==> config.mk <==
export PLATFORM = sky130hd
export DESIGN_NAME = hack_screen_scanner_flat
export DESIGN_NICKNAME = d
export VERILOG_FILES = /design/src/rtl/hack_screen_scanner_pkg.sv /design/src/rtl/hack_screen_scanner_if.sv /design/src/rtl/hack_screen_scanner_word_skid_buffer.sv /design/src/rtl/hack_screen_scanner.sv /design/src/flat_wrapper.sv
export SDC_FILE = /design/constraint.sdc
export NUM_CORES = 1
export LEC_CHECK = 0
export BUFFER_PORTS_ARGS = -buffer_cell sky130_fd_sc_hd__buf_2
export CORE_MARGIN = 4
export CORE_UTILIZATION = 60
export CTS_CLUSTER_SIZE = 40
export DETAILED_ROUTE_END_ITERATION = 12
export PLACE_DENSITY = 0.93
export SETUP_SLACK_MARGIN = 0.05
export SYNTH_ARGS = -nofsm -noshare
export SYNTH_HDL_FRONTEND = slang
export SYNTH_SLANG_ARGS = --single-unit
==> constraint.sdc <==
create_clock -name a_clk -period 3.6 [get_ports a_clk]
set_input_delay 0.54 -clock a_clk [delete_from_list [all_inputs] [get_ports a_clk]]
set_output_delay 0.54 -clock a_clk [all_outputs]
set_load 0.01 [all_outputs]
==> src/rtl/hack_screen_scanner_pkg.sv <==
// Shared constants and state encoding for the Hack screen scanner.
// Screen geometry matches the Hack platform memory map.
package hack_screen_pkg;
  localparam int DATA_W       = 16;
  localparam int ADDR_W       = 15;
  localparam int SCREEN_BASE  = 16384;
  localparam int SCREEN_WORDS = 8192;
  localparam int SCREEN_WPL   = 32;

  typedef enum logic [1:0] {
    IDLE,
    FETCH,
    DRAIN
  } state_t;
endpackage

==> src/rtl/hack_screen_scanner_if.sv <==
// Control, RAM read port and pixel stream of the screen scanner.
// master = scanner side, slave = RAM/consumer/controller side.
interface hack_screen_scanner_if
  import hack_screen_pkg::*;
#(
  parameter int DATA = DATA_W,
  parameter int ADDR = ADDR_W
);
  logic            start;
  logic            busy;
  logic            done;
  logic [ADDR-1:0] m_addr;
  logic            m_rd;
  logic [DATA-1:0] m_din;
  logic            px;
  logic            px_valid;
  logic            px_ready;
  logic            px_first;
  logic            px_eol;
  logic            px_last;

  modport master (
    input  start, m_din, px_ready,
    output busy, done, m_addr, m_rd,
    output px, px_valid, px_first, px_eol, px_last
  );

  modport slave (
    output start, m_din, px_ready,
    input  busy, done, m_addr, m_rd,
    input  px, px_valid, px_first, px_eol, px_last
  );
endinterface

==> src/rtl/hack_screen_scanner_word_skid_buffer.sv <==
// Two-entry word FIFO between the RAM read port and the serializer.
// The caller guarantees no push at count=2 and no pop at count=0.
module word_skid_buffer
  import hack_screen_pkg::*;
#(
  parameter int DATA = DATA_W
) (
  input  logic            i_clk,
  input  logic            i_rst_n,
  input  logic            i_push,
  input  logic [DATA-1:0] i_din,
  input  logic            i_pop,
  output logic [1:0]      o_count,
  output logic [DATA-1:0] o_head
);
  logic [DATA-1:0] r_mem [2];
  logic            r_wr;
  logic            r_rd;
  logic [1:0]      r_count;

  always_ff @(posedge i_clk or negedge i_rst_n) begin
    if (!i_rst_n) begin
      r_mem[0] <= '0;
      r_mem[1] <= '0;
      r_wr     <= 1'b0;
      r_rd     <= 1'b0;
      r_count  <= 2'd0;
    end else begin
      if (i_push) begin
        r_mem[r_wr] <= i_din;
        r_wr        <= ~r_wr;
      end
      if (i_pop) begin
        r_rd <= ~r_rd;
      end
      r_count <= r_count + 2'(i_push) - 2'(i_pop);
    end
  end

  assign o_count = r_count;
  assign o_head  = r_mem[r_rd];
endmodule

==> src/rtl/hack_screen_scanner.sv <==
// Walks the Hack screen region and serializes it into a pixel stream.
// Reads are credit-limited so the 2-word buffer can never overflow.
module hack_screen_scanner
  import hack_screen_pkg::*;
#(
  parameter int DATA  = DATA_W,
  parameter int ADDR  = ADDR_W,
  parameter int BASE  = SCREEN_BASE,
  parameter int WORDS = SCREEN_WORDS,
  parameter int WPL   = SCREEN_WPL
) (
  input  logic                  a_clk,
  input  logic                  a_rst_n,
  hack_screen_scanner_if.master bus
);
  localparam int CW = $clog2(WORDS) + 1;
  localparam int BW = $clog2(DATA);

  state_t          r_state;
  state_t          w_next;
  logic [CW-1:0]   r_fetch_idx;
  logic [CW-1:0]   r_out_idx;
  logic [BW-1:0]   r_bit;
  logic            r_inflight;
  logic            r_done;

  logic [1:0]      w_count;
  logic [DATA-1:0] w_head;
  logic            w_accept;
  logic            w_credit;
  logic            w_rd;
  logic            w_valid;
  logic            w_hs;
  logic            w_bit_end;
  logic            w_pop;
  logic            w_last;
  logic            w_eol;

  word_skid_buffer #(
    .DATA (DATA)
  ) u_buf (
    .i_clk   (a_clk),
    .i_rst_n (a_rst_n),
    .i_push  (r_inflight),
    .i_din   (bus.m_din),
    .i_pop   (w_pop),
    .o_count (w_count),
    .o_head  (w_head)
  );

  // A start landing on the done cycle belongs to the finished frame.
  assign w_accept  = (r_state == IDLE) && bus.start && !r_done;
  assign w_credit  = (w_count == 2'd0) ||
                     ((w_count == 2'd1) && !r_inflight);
  assign w_rd      = (r_state == FETCH) && w_credit;
  assign w_valid   = (w_count != 2'd0);
  assign w_hs      = w_valid && bus.px_ready;
  assign w_bit_end = (r_bit == BW'(DATA - 1));
  assign w_pop     = w_hs && w_bit_end;
  assign w_last    = w_bit_end && (r_out_idx == CW'(WORDS - 1));
  assign w_eol     = w_bit_end &&
                     ((r_out_idx % CW'(WPL)) == CW'(WPL - 1));

  always_comb begin
    w_next = r_state;
    unique case (r_state)
      IDLE: begin
        if (w_accept) w_next = FETCH;
      end
      FETCH: begin
        if (w_rd && (r_fetch_idx == CW'(WORDS - 1)))
          w_next = DRAIN;
      end
      DRAIN: begin
        if (w_hs && w_last) w_next = IDLE;
      end
      default: w_next = IDLE;
    endcase
  end

  always_ff @(posedge a_clk or negedge a_rst_n) begin
    if (!a_rst_n) begin
      r_state     <= IDLE;
      r_fetch_idx <= '0;
      r_out_idx   <= '0;
      r_bit       <= '0;
      r_inflight  <= 1'b0;
      r_done      <= 1'b0;
    end else begin
      r_state    <= w_next;
      r_inflight <= w_rd;
      r_done     <= w_hs && w_last;
      if (w_accept) begin
        r_fetch_idx <= '0;
        r_out_idx   <= '0;
        r_bit       <= '0;
      end else begin
        if (w_rd) r_fetch_idx <= r_fetch_idx + 1'b1;
        if (w_hs) begin
          r_bit <= r_bit + 1'b1;
          if (w_bit_end) r_out_idx <= r_out_idx + 1'b1;
        end
      end
    end
  end

  assign bus.busy     = (r_state != IDLE);
  assign bus.done     = r_done;
  assign bus.m_rd     = w_rd;
  assign bus.m_addr   = w_rd ? (ADDR'(BASE) + ADDR'(r_fetch_idx))
                             : '0;
  assign bus.px_valid = w_valid;
  assign bus.px       = w_valid && w_head[r_bit];
  assign bus.px_first = w_valid && (r_out_idx == '0) &&
                        (r_bit == '0);
  assign bus.px_eol   = w_valid && w_eol;
  assign bus.px_last  = w_valid && w_last;
endmodule

==> src/flat_wrapper.sv <==
// flat-port wrapper written by rule: the top's interface ports become plain ports
module hack_screen_scanner_flat import hack_screen_pkg::*;
#(
  parameter int DATA  = DATA_W,
  parameter int ADDR  = ADDR_W,
  parameter int BASE  = SCREEN_BASE,
  parameter int WORDS = SCREEN_WORDS,
  parameter int WPL   = SCREEN_WPL
)
  (a_clk, a_rst_n, bus_start, bus_m_din, bus_px_ready, bus_busy, bus_done, bus_m_addr, bus_m_rd, bus_px, bus_px_valid, bus_px_first, bus_px_eol, bus_px_last);
  hack_screen_scanner_if #(.DATA(DATA), .ADDR(ADDR)) bus_i ();
  input  logic a_clk;
  input  logic a_rst_n;
  input wire logic [$bits(bus_i.start)-1:0] bus_start;
  input wire logic [$bits(bus_i.m_din)-1:0] bus_m_din;
  input wire logic [$bits(bus_i.px_ready)-1:0] bus_px_ready;
  output wire logic [$bits(bus_i.busy)-1:0] bus_busy;
  output wire logic [$bits(bus_i.done)-1:0] bus_done;
  output wire logic [$bits(bus_i.m_addr)-1:0] bus_m_addr;
  output wire logic [$bits(bus_i.m_rd)-1:0] bus_m_rd;
  output wire logic [$bits(bus_i.px)-1:0] bus_px;
  output wire logic [$bits(bus_i.px_valid)-1:0] bus_px_valid;
  output wire logic [$bits(bus_i.px_first)-1:0] bus_px_first;
  output wire logic [$bits(bus_i.px_eol)-1:0] bus_px_eol;
  output wire logic [$bits(bus_i.px_last)-1:0] bus_px_last;
  assign bus_i.start = bus_start;
  assign bus_i.m_din = bus_m_din;
  assign bus_i.px_ready = bus_px_ready;
  assign bus_busy = bus_i.busy;
  assign bus_done = bus_i.done;
  assign bus_m_addr = bus_i.m_addr;
  assign bus_m_rd = bus_i.m_rd;
  assign bus_px = bus_i.px;
  assign bus_px_valid = bus_i.px_valid;
  assign bus_px_first = bus_i.px_first;
  assign bus_px_eol = bus_i.px_eol;
  assign bus_px_last = bus_i.px_last;
  hack_screen_scanner #(.DATA(DATA), .ADDR(ADDR), .BASE(BASE), .WORDS(WORDS), .WPL(WPL)) u_core (.a_clk(a_clk), .a_rst_n(a_rst_n), .bus(bus_i));
endmodule
# [Word level (Yosys, flattened, before mapping)]
# Cells that the tools add are included.
[word_totals] ff_bits=72 wordCells=85
[classes] n_mux=20 eq_ne=10 reduce_logical=30 bitwise_logic=4 addsub=6 magnitude_cmp=4
[ops] operator="two-way mux 14 bit" count=5
[ops] operator="two-way mux 16 bit" count=4
[ops] operator="bitwise mux 32 bit" count=1
[ops] operator="adder 14 x 1 -> 14 bit (second input constant)" count=2
[ops] operator="equality test 14 x 13 -> 1 bit (second input constant)" count=2
[ops] operator="demux 16 bit (select 1 bit)" count=1
[ops] operator="logical AND 1 bit" count=16
[ops] operator="adder 15 x 14 -> 15 bit (first input constant)" count=1
[ops] operator="two-way mux 15 bit" count=1
[ops] operator="logical NOT 14 bit" count=1
[ops] operator="nonzero test 2 bit" count=5
[ops] operator="two-way mux 4 bit" count=2
[ops] operator="two-way mux 2 bit" count=3
[ops] operator="case mux 2 bit (3 select lines)" count=1
[ops] operator="equality test 5 bit (second input constant)" count=1
[ops] operator="< comparator 4 x 5 -> 1 bit (second input constant)" count=1
[ops] operator="adder 4 x 1 -> 4 bit (second input constant)" count=1
[ops] operator="binary-select mux 1 bit (select 4 bit)" count=1
[ops] operator="equality test 2 x 1 -> 1 bit (second input constant)" count=2
[ops] operator="equality test 4 bit (second input constant)" count=1
[ops] operator=">= comparator 2 bit (second input constant)" count=2
[ops] operator="logical NOT 2 bit" count=2
[ops] operator="logical NOT 4 bit" count=1
[ops] operator="!= test 2 x 1 -> 1 bit (second input constant)" count=2
[ops] operator="12 further kinds" count=15

# [Logic depth before layout (Yosys ltp)]
# Gate-level depths: netlist of the first run.
[depth] depth_word=7 depth_mapped=10 depth_no_buf=9

# [Hierarchy]
# A second synthesis of the first run with hierarchy kept.
[unflattened] hier_cells=334 hier_area_um2=3792.4
[modules_own_cells] module="hack_screen_scanner" n_inst=1 cells_per_inst=235 seq_area_each_um2=900.9 area_each_um2=2180.8
[modules_own_cells] module="word_skid_buffer" n_inst=1 cells_per_inst=99 seq_area_each_um2=900.9 area_each_um2=1611.5

# [Worst setup path before layout of the first run]
# No wires, ideal clock.
[synth_timing] path_kind="reg2out" startpoint="register u_core.u_buf.r_rd" endpoint="output port bus_px" arrival_ns=1.525 n_path_buf=1 path_slack_ns=1.535 path_stages_with_launch=6 required_ns=3.060 cell_sequence="dfrtp_1 -> buf_2 -> mux4_2 -> nor2_1 -> nor2_1 -> o311a_1"
[synth_via] elab_chain_len=7
[synth_rtl] element="start: declaration" line="hack_screen_scanner_word_skid_buffer.sv:18" source="logic r_rd;"
[synth_rtl] element="start signal: assignment" line="hack_screen_scanner_word_skid_buffer.sv:34" source="r_rd <= ~r_rd;"
[synth_rtl] element="inverter 1 -> 2 bit (implied by the code)" line="hack_screen_scanner_word_skid_buffer.sv:41" source="assign o_head = r_mem[r_rd];"
[synth_rtl] element="two-way mux 16 bit (implied by the code) (3 in series)" line="hack_screen_scanner_word_skid_buffer.sv:41"
[synth_rtl] element="binary-select mux 1 bit (select 4 bit)" line="hack_screen_scanner.sv:113" source="assign bus.px = w_valid && w_head[r_bit];"
[synth_rtl] element="two-way mux 1 bit (implied by the code)" line="hack_screen_scanner.sv:113"
[synth_rtl] element="logical AND 1 bit" line="hack_screen_scanner.sv:113"
[synth_rtl] element="end: declaration" line="flat_wrapper.sv:21" source="output wire logic [$bits(bus_i.px)-1:0] bus_px;"
# Every way passes these cells. The select of a mux whose other input is x is not followed.

# [Worst setup path after layout of the first run]
# Same ends and word-level chain as after synthesis.

==> results of run 1 <==
cell usage after synthesis:
library cell  instances
dfrtp_1              72
mux2_2               34
nor2_1               21
nand2_1              17
inv_1                15
a21oi_1              14
nand3_1              14
and3_1               13
nand4_1              10
or3_1                10
o21ai_0               9
xor2_1                9
clkbuf_1              8
ha_1                  8
xnor2_1               8
mux4_2                7
mux2i_1               5
o31ai_1               5
and3_2                4
and4_1                4
nor3_1                4
or4_1                 4
and2_1                3
buf_2                 3
buf_6                 3
or2_2                 3
and2_2                2
buf_4                 2
nor4b_1               2
a31o_2                1
a41oi_1               1
nand2b_1              1
nand3_4               1
nor3b_4               1
nor4_1                1
nor4b_2               1
o2111a_1              1
o221ai_1              1
o22ai_1               1
o311a_1               1
o311ai_0              1
or3b_2                1
power breakdown:
part / leakage (nW) / internal, W / switching [W] / total [W]
Combinational: 0.907 / 0.000575 / 0.000515 / 0.00109
Clock: 0.0935 / 0.000277 / 0.000320 / 0.000597
Sequential: 0.907 / 0.00108 / 0.000240 / 0.00132
Total: 1.91 / 0.00194 / 0.00107 / 0.00301
worst max-delay path, cell delays in order (launching register included):
cell and delay [ns]:
dfrtp_1 0.69, mux4_2 0.58, nor2_1 0.10, nor2_1 0.05
o311a_1 0.29, buf_2 0.14
logic make-up (layout without fill, tap and decap cells):
logic type | count (synthesis) | after routing
muxes | 46 | 46
adders and majority gates | 8 | 8
AOI/OAI and AO/OA | 35 | 35
DFF | 72 | 72
and+or+nand+nor | 117 | 117
xor gates and xnor gates | 17 | 17
buffers and inverters | 31 | 77
worst min-delay path by stage:
stage                                       end  slack [ns]  depth (start not counted)                   from
after floorplan                 u_core.bus.done        0.24                          0                a_rst_n
after global placement        u_core.u_buf.r_wr        0.48                          1      u_core.u_buf.r_wr
after detailed placement  u_core.u_buf.r_mem[9]        0.49                          1  u_core.u_buf.r_mem[9]
after CTS                 u_core.u_buf.r_mem[0]        0.27                          1                a_rst_n
after global routing      u_core.u_buf.r_mem[0]        0.30                          1                a_rst_n
final                       u_core.r_out_idx[6]        0.25                          1                a_rst_n
per-layer routing:
metal  part of all wire, %  vias up  wire (um)  GRT usage, %
met4                   2.0        0        145          7.93
met5                     0        -          0             0
met1                    42     1315       3090          27.1
met3                   5.5       14        404          6.08
li1                      -     1257          -             -
met2                    51       78       3770          34.8
cell type report:
type                       instances  area share, %
multi-input combinational        223           42.2
inverter                          15           1.37
clock inverter                     6           1.24
sequential                        72           43.7
timing repair buffer              46           5.83
clock buffer                      10           3.34
tap                               75           2.28
metrics by stage:
| stage | cell area, um^2 | setup slack, ns | cells | hold WS, ns |
|---|---|---|---|---|
| final | 4120 | 0.851 | 447 | 0.249 |
| after global routing | 4120 | 0.708 | 447 | 0.301 |
| after CTS | 4120 | 0.817 | 447 | 0.268 |
| after detailed placement | 3930 | 1.22 | 431 | 0.491 |
| after global placement | 3930 | 1.27 | 431 | 0.475 |
| after floorplan | 3680 | 1.54 | 326 | 0.244 |
state kept, by name, indices dropped and copies added (netlist names):
signal	flops
u_core.u_buf.r_mem	32
u_core.u_buf.r_rd	1
u_core.r_fetch_idx	14
u_core.r_state	2
u_core.r_bit	4
u_core.r_inflight	1
u_core.u_buf.r_wr	1
u_core.u_buf.o_count	2
u_core.r_out_idx	14
u_core.bus.done	1
==> flow_metrics.py, run 1 <==
metrics = {
    "clocking": {
        "clockRootBuffer": "clkbuf_8",
        "cts_hold_buf": 0,
        "cts_resized": 0,
        "clk_latency_ns": 0.35,
        "cts_buffer_depth": 2,
        "h-tree-depth": 3,
        "cts_made_buffers": 9,
        "cts_tree": "done",
        "cts_setup_buffers": 0,
        "clkSlewWorstSetupHoldPaths_ns": 0.08,
        "cts.sinks": 72,
    },
    "setup_path": {
        "rrSetupSlack_ns": 1.23,
        "path_class": "reg2out",
        "startpoint": "u_core.u_buf.r_rd",
        "worst-r2r-cell-count": 9,
        "crit_fanout": 10,
        "critPathRequiredTime_ns": 3.06,
        "cp-start-kind": "register",
        "r2r-start": "u_core.r_bit[0]",
        "cp.arrival_ns": 2.21,
        "crit_end": "bus_px",
        "r2r_end": "u_core.u_buf.o_count[1]",
        "end_kind": "primary output",
    },
    "synth": {
        "synthSimpleGateAreaFrac_pct": 18.4,
        "synth_top_family_by_area": "simple AND/OR/NAND/NOR gates",
        "synthTopCellsByArea": "dfrtp_1 (49%), mux2_2 (10%), mux4_2 (4.3%)",
        "avgSynthCellArea_um2": 11.3,
        "ys_seq_area_share_pct": 48.9,
        "synth.distinct_cells": 42,
        "syn_inst": 326,
        "synth-seq-cells": 72,
        "synthXorXnorAreaFrac_pct": 4.04,
        "synth_area_um2": 3680,
        "yosysTopAreaCell": "dfrtp_1",
        "synth.mux.area_fraction_pct": 16.0,
        "syn-num-nets": 354,
        "synth_top_area_share_pct": 48.9,
        "yosys.area_share.adder_pct": 2.72,
        "synth-compound-area-share_pct": 5.84,
        "yosysWarnings": 0,
    },
    "place": {
        "dp_hpwl_um": 5210,
        "place_congestion": 0.802,
        "portBuffers": 42,
    },
    "global_routing": {
        "grt_max_degree": 34,
        "overflow": 0,
        "grt_pass1_vias": 2639,
        "grt.total_usage_pct": 21.3,
        "antenna_found_initial": 0,
        "grt_pass1_wl_um": 12500,
    },
    "power_and_ir_drop": {
        "irDropWorstVdd_mv": 0.445,
        "power.density_nw_per_um2": 730,
        "power_w": 0.00301,
        "leakagePower_nw": 1.91,
    },
    "timing": {
        "setup_violations": 0,
        "hold_viol": 0,
        "final.min_clock_period_ns": 2.75,
        "period_share_pct": 76.4,
        "relSlewSlack_pct": 31.5,
        "rsz0062_at_grt": "false",
        "fmax_mhz": 364,
        "finalMaxSlewViolations": 0,
        "clock_skew_ns": 0.00625,
        "worst_pin_slew_ns": 1.02,
        "finalSetupTns_ns": 0,
    },
    "finish": {
        "final_util_pct": 69.2,
        "final_nets": 395,
        "final_cell_mix": "dfrtp_1 (72), buf_2 (42), mux2_2 (34)",
        "insertedDiodeCount": 0,
        "num-fill-cells": 425,
        "regArea_um2": 1800,
        "area_growth_syn_to_layout_pct": 11.9,
        "mostFrequentLayoutCell": "dfrtp_1",
        "multi_input_area_um2": 1740,
        "drive_gt1_share_pct": 31.5,
    },
    "floorplanning": {
        "start_util_pct": 61.8,
        "die_w_um": 86.4,
        "io_pins": 43,
        "rows": 28,
        "core_um2": 5960,
        "dieHeight_um": 86.4,
        "die_area_um2": 7460,
    },
    "routing": {
        "first_pass_iters": 4,
        "drt_iter0_markers": 258,
        "vias_per_cell": 5.96,
        "num_vias": 2664,
        "drcViolationCount": 0,
        "ant_nets": 0,
        "wire_per_inst_um": 16.6,
        "routed_wl_um": 7410,
    },
    "flow_run": {
        "maxCapViolations": 0,
    },
    "outcome": {
        "status": "finished clean",
    },
    "worst_hold_path": {
        "hp-class": "in2async",
    },
}
No activity file was read; power rests on OpenSTA's default activity.
==> run 2, diff against run 1 <==
ABC_AREA = 1   (was unset)
CORE_UTILIZATION = 58   (was 60)
PLACE_DENSITY = 0.9   (was 0.93)
clock period = 2.8 ns   (was 3.6 ns; I/O delays follow)
==> flow_metrics.py, run 2 <==
metrics = {
    "power_and_ir_drop": {
        "leakagePower_nw": 2.26,
        "p_sw_share_pct": 41.1,
        "p_sw_w": 0.00164,
        "clockPowerShare_pct": 21.3,
        "power_w": 0.00398,
        "internal-power_w": 0.00234,
        "sequentialPowerShare_pct": 43.3,
        "power.density_nw_per_um2": 930,
        "combPwrFrac_pct": 35.4,
        "irDropWorstVdd_mv": 0.722,
    },
    "floorplanning": {
        "core_um2": 6390,
        "rows": 29,
        "die_area_um2": 7940,
        "dieHeight_um": 89.1,
        "start_util_pct": 59.8,
        "io_pins": 43,
        "die_w_um": 89.1,
    },
    "synth": {
        "synth-seq-cells": 72,
        "syn_inst": 497,
        "synth-edff-count": 0,
        "synthTopCellsByArea": "dfrtp_1 (47%), nand2_1 (12%), o21ai_0 (6.6%)",
        "synth_top_area_share_pct": 47.2,
        "syn-num-nets": 525,
        "synth.distinct_cells": 31,
        "synth_area_um2": 3820,
        "yosysWarnings": 0,
        "ys_seq_area_share_pct": 47.2,
        "synthFlopType": "dfrtp_1",
        "yosysMostFrequentCell": "nand2_1",
        "yosysTopAreaCell": "dfrtp_1",
        "async_flop_share_pct": 100,
        "avgSynthCellArea_um2": 7.68,
        "ys_top_cells_by_count": "nand2_1 (124), dfrtp_1 (72), inv_1 (62)",
    },
    "place": {
        "dp_hpwl_um": 6010,
        "place_congestion": 0.924,
        "place_inst": 601,
        "portBuffers": 42,
    },
    "setup_path": {
        "end_kind": "primary output",
        "cp-start-kind": "register",
        "crit_buf_inv": 2,
        "crit_family": "flip-flops",
        "cp.arrival_ns": 2.07,
        "path_class": "reg2out",
        "cp_slowest_cell": "dfrtp_1",
        "crit_fanout": 18,
        "path_cells": "inv_2, o21ai_0, o21ai_1, nor2_1, nor2_1, nor2_1, nor2_1, buf_2",
        "critPathRequiredTime_ns": 2.38,
        "cpPeakStageDelay_ns": 0.71,
        "path_common_cell": "nor2_1",
    },
    "routing": {
        "first_pass_iters": 5,
        "vias_per_cell": 5.57,
        "num_vias": 3436,
        "drcViolationCount": 0,
        "ant_nets": 0,
        "wire_per_inst_um": 13.6,
        "routed_wl_um": 8400,
        "drt_iter0_markers": 259,
    },
    "finish": {
        "final_util_pct": 67.1,
        "final_cell_mix": "nand2_1 (124), dfrtp_1 (72), inv_1 (62)",
        "reg_top3": "u_core.u_buf.r_mem (32), u_core.r_fetch_idx (14), u_core.r_out_idx (14)",
        "stdcell_count": 617,
        "final_nets": 563,
        "largest_reg_flops": 32,
        "max_flop_register": "u_core.u_buf.r_mem",
        "area_growth_syn_to_layout_pct": 12.2,
        "insertedDiodeCount": 0,
        "mostFrequentLayoutCell": "nand2_1",
        "drive_gt1_share_pct": 13.7,
    },
    "clocking": {
        "cts_made_buffers": 9,
        "cts_setup_buffers": 0,
        "clockRootBuffer": "clkbuf_8",
        "clk_latency_ns": 0.34,
        "cts_buffer_depth": 2,
        "h-tree-depth": 3,
        "cts_tree": "done",
        "clkSlewWorstSetupHoldPaths_ns": 0.08,
        "cts.sinks": 72,
        "cts_hold_buf": 0,
        "cts_resized": 0,
    },
    "timing": {
        "whs_ns": 0.119,
        "finalMaxSlewViolations": 0,
        "final.min_clock_period_ns": 2.49,
        "setup_violations": 0,
        "hold_viol": 0,
        "relSlewSlack_pct": 37.9,
        "period_share_pct": 89.0,
        "clock_skew_ns": 0.00731,
        "rsz0062_at_grt": "false",
        "worst_pin_slew_ns": 0.932,
        "finalSetupTns_ns": 0,
        "fmax_mhz": 401,
    },
    "global_routing": {
        "antenna_found_initial": 0,
        "grt_use_met2_pct": 39.5,
        "grt_pass1_vias": 3280,
        "grt.total_usage_pct": 23.5,
        "overflow": 0,
        "grt_pass1_wl_um": 14500,
        "grtUsageMet1_pct": 29.9,
        "grtUsageMet3_pct": 4.42,
        "grt_max_degree": 44,
        "gr-max-usage-layer": "met2",
    },
    "flow_run": {
        "maxCapViolations": 0,
    },
    "outcome": {
        "status": "finished clean",
    },
    "worst_hold_path": {
        "hp-class": "in2async",
    },
}
[run 2: cells by family after synthesis]
kind of cell,synth area share [%]
AOI/OAI and AO/OA,9.87
xor gates and xnor gates,0.688
adders and majority gates,2.62
buffers and inverters,8.36
DFF,47.2
and+or+nand+nor,31.3
[run 2: stage by stage]
step	instance area [um^2]	worst slack (ns)
final	4280	0.309
after global routing	4280	0.157
after CTS	4280	0.338
after detailed placement	4080	0.730
after global placement	4080	0.806
after floorplan	3820	1.02
[run 2: path summary, 6_finish.rpt]
path / startpoint / to / slack [ns] / cells after the start
max in group asynchronous: a_rst_n / u_core.u_buf.o_count[1] / 2.03 / 2
setup / recovery: u_core.u_buf.r_rd / bus_px / 0.31 / 8
hold / removal: a_rst_n / u_core.r_out_idx[8] / 0.12 / 1
setup reg to reg: u_core.r_bit[0] / u_core.u_buf.o_count[1] / 0.85 / 7
hold reg to reg: u_core.u_buf.r_mem[17] / u_core.u_buf.r_mem[17] / 0.50 / 2
min in group a_clk: bus_m_din[13] / u_core.u_buf.r_mem[13] / 0.34 / 3
[run 2: routing by layer]
layer / part of all wire, % / vias to the layer above
met1: 43 / 1604
li1: - / 1689
met3: 4.9 / 19
met5: 0 / -
met2: 50 / 124
met4: 2.4 / 0
[run 2: power groups by stage]
stage / clock network, W / registers (W) / logic [W]
2_1_floorplan: 0 / 0.00159 / 0.00114
3_3_place_gp: 0 / 0.00172 / 0.00132
3_5_place_dp: 0 / 0.00173 / 0.00140
4_1_cts: 0.000861 / 0.00171 / 0.00141
5_1_grt: 0.000916 / 0.00176 / 0.00162
6_report: 0.000847 / 0.00172 / 0.00141
[run 2: cell type report]
type	instances	area, um^2
clock inverters	4	51.3
inverters	65	244
multi-input cells	343	1700
clock buffers	12	155
fillers	505	2100
well taps	77	96.3
flip-flops and latches	72	1800
repair buffers	44	238
==> run 3, diff against run 2 <==
BUFFER_PORTS_ARGS = unset   (was -buffer_cell sky130_fd_sc_hd__buf_2)
CORE_UTILIZATION = 63   (was 58)
DONT_BUFFER_PORTS = 1   (was unset)
clock period = 2.4 ns   (was 2.8 ns; I/O delays follow)
==> flow_metrics.py, run 3 (synthesis gave the netlist of run 2 again) <==
metrics = {
    "floorplanning": {
        "die_w_um": 85.8,
        "dieHeight_um": 85.8,
        "start_util_pct": 64.9,
        "die_area_um2": 7370,
        "core_um2": 5890,
        "rows": 28,
        "io_pins": 43,
    },
    "finish": {
        "final_cell_mix": "nand2_1 (124), dfrtp_1 (70), inv_1 (62)",
        "drive_gt1_share_pct": 7.55,
        "insertedDiodeCount": 0,
        "reg_top3": "u_core.u_buf.r_mem (32), u_core.r_fetch_idx (14), u_core.r_out_idx (14)",
        "final_nets": 527,
        "finalInstanceArea_um2": 4130,
        "max_flop_register": "u_core.u_buf.r_mem",
        "largest_reg_flops": 32,
        "num-fill-cells": 468,
        "area_growth_syn_to_layout_pct": 8.19,
        "mostFrequentLayoutCell": "nand2_1",
    },
    "setup_path": {
        "r2r_end": "u_core.u_buf.o_count[1]",
        "cp-start-kind": "register",
        "critPathRequiredTime_ns": 2.04,
        "path_class": "reg2out",
        "end_kind": "primary output",
        "rrSetupSlack_ns": 0.58,
        "startpoint": "u_core.r_bit[0]",
        "r2r-start": "u_core.r_bit[0]",
        "cp.arrival_ns": 1.88,
        "crit_fanout": 12,
        "crit_end": "bus_px_first",
        "worst-r2r-cell-count": 7,
    },
    "timing": {
        "finalMaxSlewViolations": 0,
        "hold_viol": 0,
        "period_share_pct": 93.3,
        "worst_pin_slew_ns": 0.497,
        "setup_violations": 0,
        "relSlewSlack_pct": 66.8,
        "fmax_mhz": 447,
        "rsz0062_at_grt": "true",
        "final.min_clock_period_ns": 2.24,
        "clock_skew_ns": 0.00925,
        "finalSetupTns_ns": 0,
    },
    "clocking": {
        "clk_latency_ns": 0.35,
        "clockRootBuffer": "clkbuf_8",
        "h-tree-depth": 3,
        "clkSlewWorstSetupHoldPaths_ns": 0.08,
        "cts_buffer_depth": 2,
        "cts_tree": "done",
        "cts.sinks": 72,
        "cts_made_buffers": 9,
    },
    "global_routing": {
        "grt.total_usage_pct": 24.6,
        "grt_pass1_vias": 3167,
        "grt_max_degree": 73,
        "antenna_found_initial": 0,
        "overflow": 0,
        "grt_pass1_wl_um": 14400,
    },
    "power_and_ir_drop": {
        "leakagePower_nw": 2.10,
        "irDropWorstVdd_mv": 0.668,
        "power.density_nw_per_um2": 1120,
    },
    "outcome": {
        "status": "finished clean",
    },
    "routing": {
        "wire_per_inst_um": 14.6,
        "drt_iter0_markers": 381,
        "first_pass_iters": 5,
        "drcViolationCount": 0,
        "routed_wl_um": 8440,
        "ant_nets": 0,
        "num_vias": 3323,
        "vias_per_cell": 5.75,
    },
    "place": {
        "placed_area_um2": 3880,
        "dp_hpwl_um": 5830,
        "place_congestion": 0.888,
        "portBuffers": 0,
    },
    "worst_hold_path": {
        "hp-class": "in2reg",
    },
    "flow_run": {
        "maxCapViolations": 0,
    },
}
## run 3: worst min-delay path by stage
stage,depth (start not counted),slack (ns),from,to
final,2,0.17,bus_m_din[2],u_core.u_buf.r_mem[2]
after global routing,2,0.16,bus_m_din[12],u_core.u_buf.r_mem[28]
after CTS,2,0.17,bus_m_din[3],u_core.u_buf.r_mem[3]
after detailed placement,0,0.07,a_rst_n,u_core.r_out_idx[11]
after global placement,0,0.07,a_rst_n,u_core.r_out_idx[11]
after floorplan,0,0.06,a_rst_n,u_core.bus.done
## run 3: stage by stage
step	instances	total power (W)	setup slack, ns	utilization [%]	hold WS (ns)
6_report	578	0.00461	0.161	70.2	0.174
5_1_grt	578	0.00498	0.0181	70.2	0.164
4_1_cts	578	0.00460	0.0959	70.0	0.166
3_5_place_dp	561	0.00355	0.487	65.9	0.0667
3_3_place_gp	561	0.00346	0.528	65.9	0.0671
2_1_floorplan	497	0.00318	0.685	-	0.0644
## run 3: area by class of cell
class / instances / area [um^2] / share of cell area [%]
Multi-Input combinational cell: 343 / 1700 / 41.2
Tap cell: 75 / 93.8 / 2.27
Clock buffer: 11 / 131 / 3.18
Timing Repair Buffer: 8 / 82.6 / 2.00
Inverter: 65 / 246 / 5.97
Clock inverter: 4 / 70.1 / 1.70
Sequential cell: 72 / 1800 / 43.7
## run 3: power breakdown
part | switching (W) | internal (W) | leakage, nW
Combinational | 0.00104 | 0.000544 | 1.08
Clock | 0.000439 | 0.000577 | 0.103
Sequential | 0.000381 | 0.00163 | 0.916
Total | 0.00186 | 0.00275 | 2.10
## run 3: worst max-delay path, stage by stage (launching register included)
cell and delay, ns:
dfrtp_2 0.49, inv_1 0.30, ha_1 0.22, nand4_1 0.11
nor4_1 0.23, buf_4 0.18
## run 3: layer usage
| layer | share of wire, % | vias up | track usage [%] | wire, um |
|---|---|---|---|---|
| li1 | - | 1613 | - | - |
| met1 | 45 | 1577 | 34.6 | 3820 |
| met2 | 47 | 119 | 36.7 | 3980 |
| met3 | 6.1 | 14 | 6.05 | 517 |
| met4 | 1.5 | 0 | 10.5 | 129 |
| met5 | 0 | - | 0 | 0 |
## run 3: timing repair
item / in CTS / in global routing
endpoints found under the hold margin: 72 / 0
hold buffers: 2 / 0
endpoints found under the setup margin: 0 / 3
resized for setup: 0 / 4
setup buffers: 0 / 0
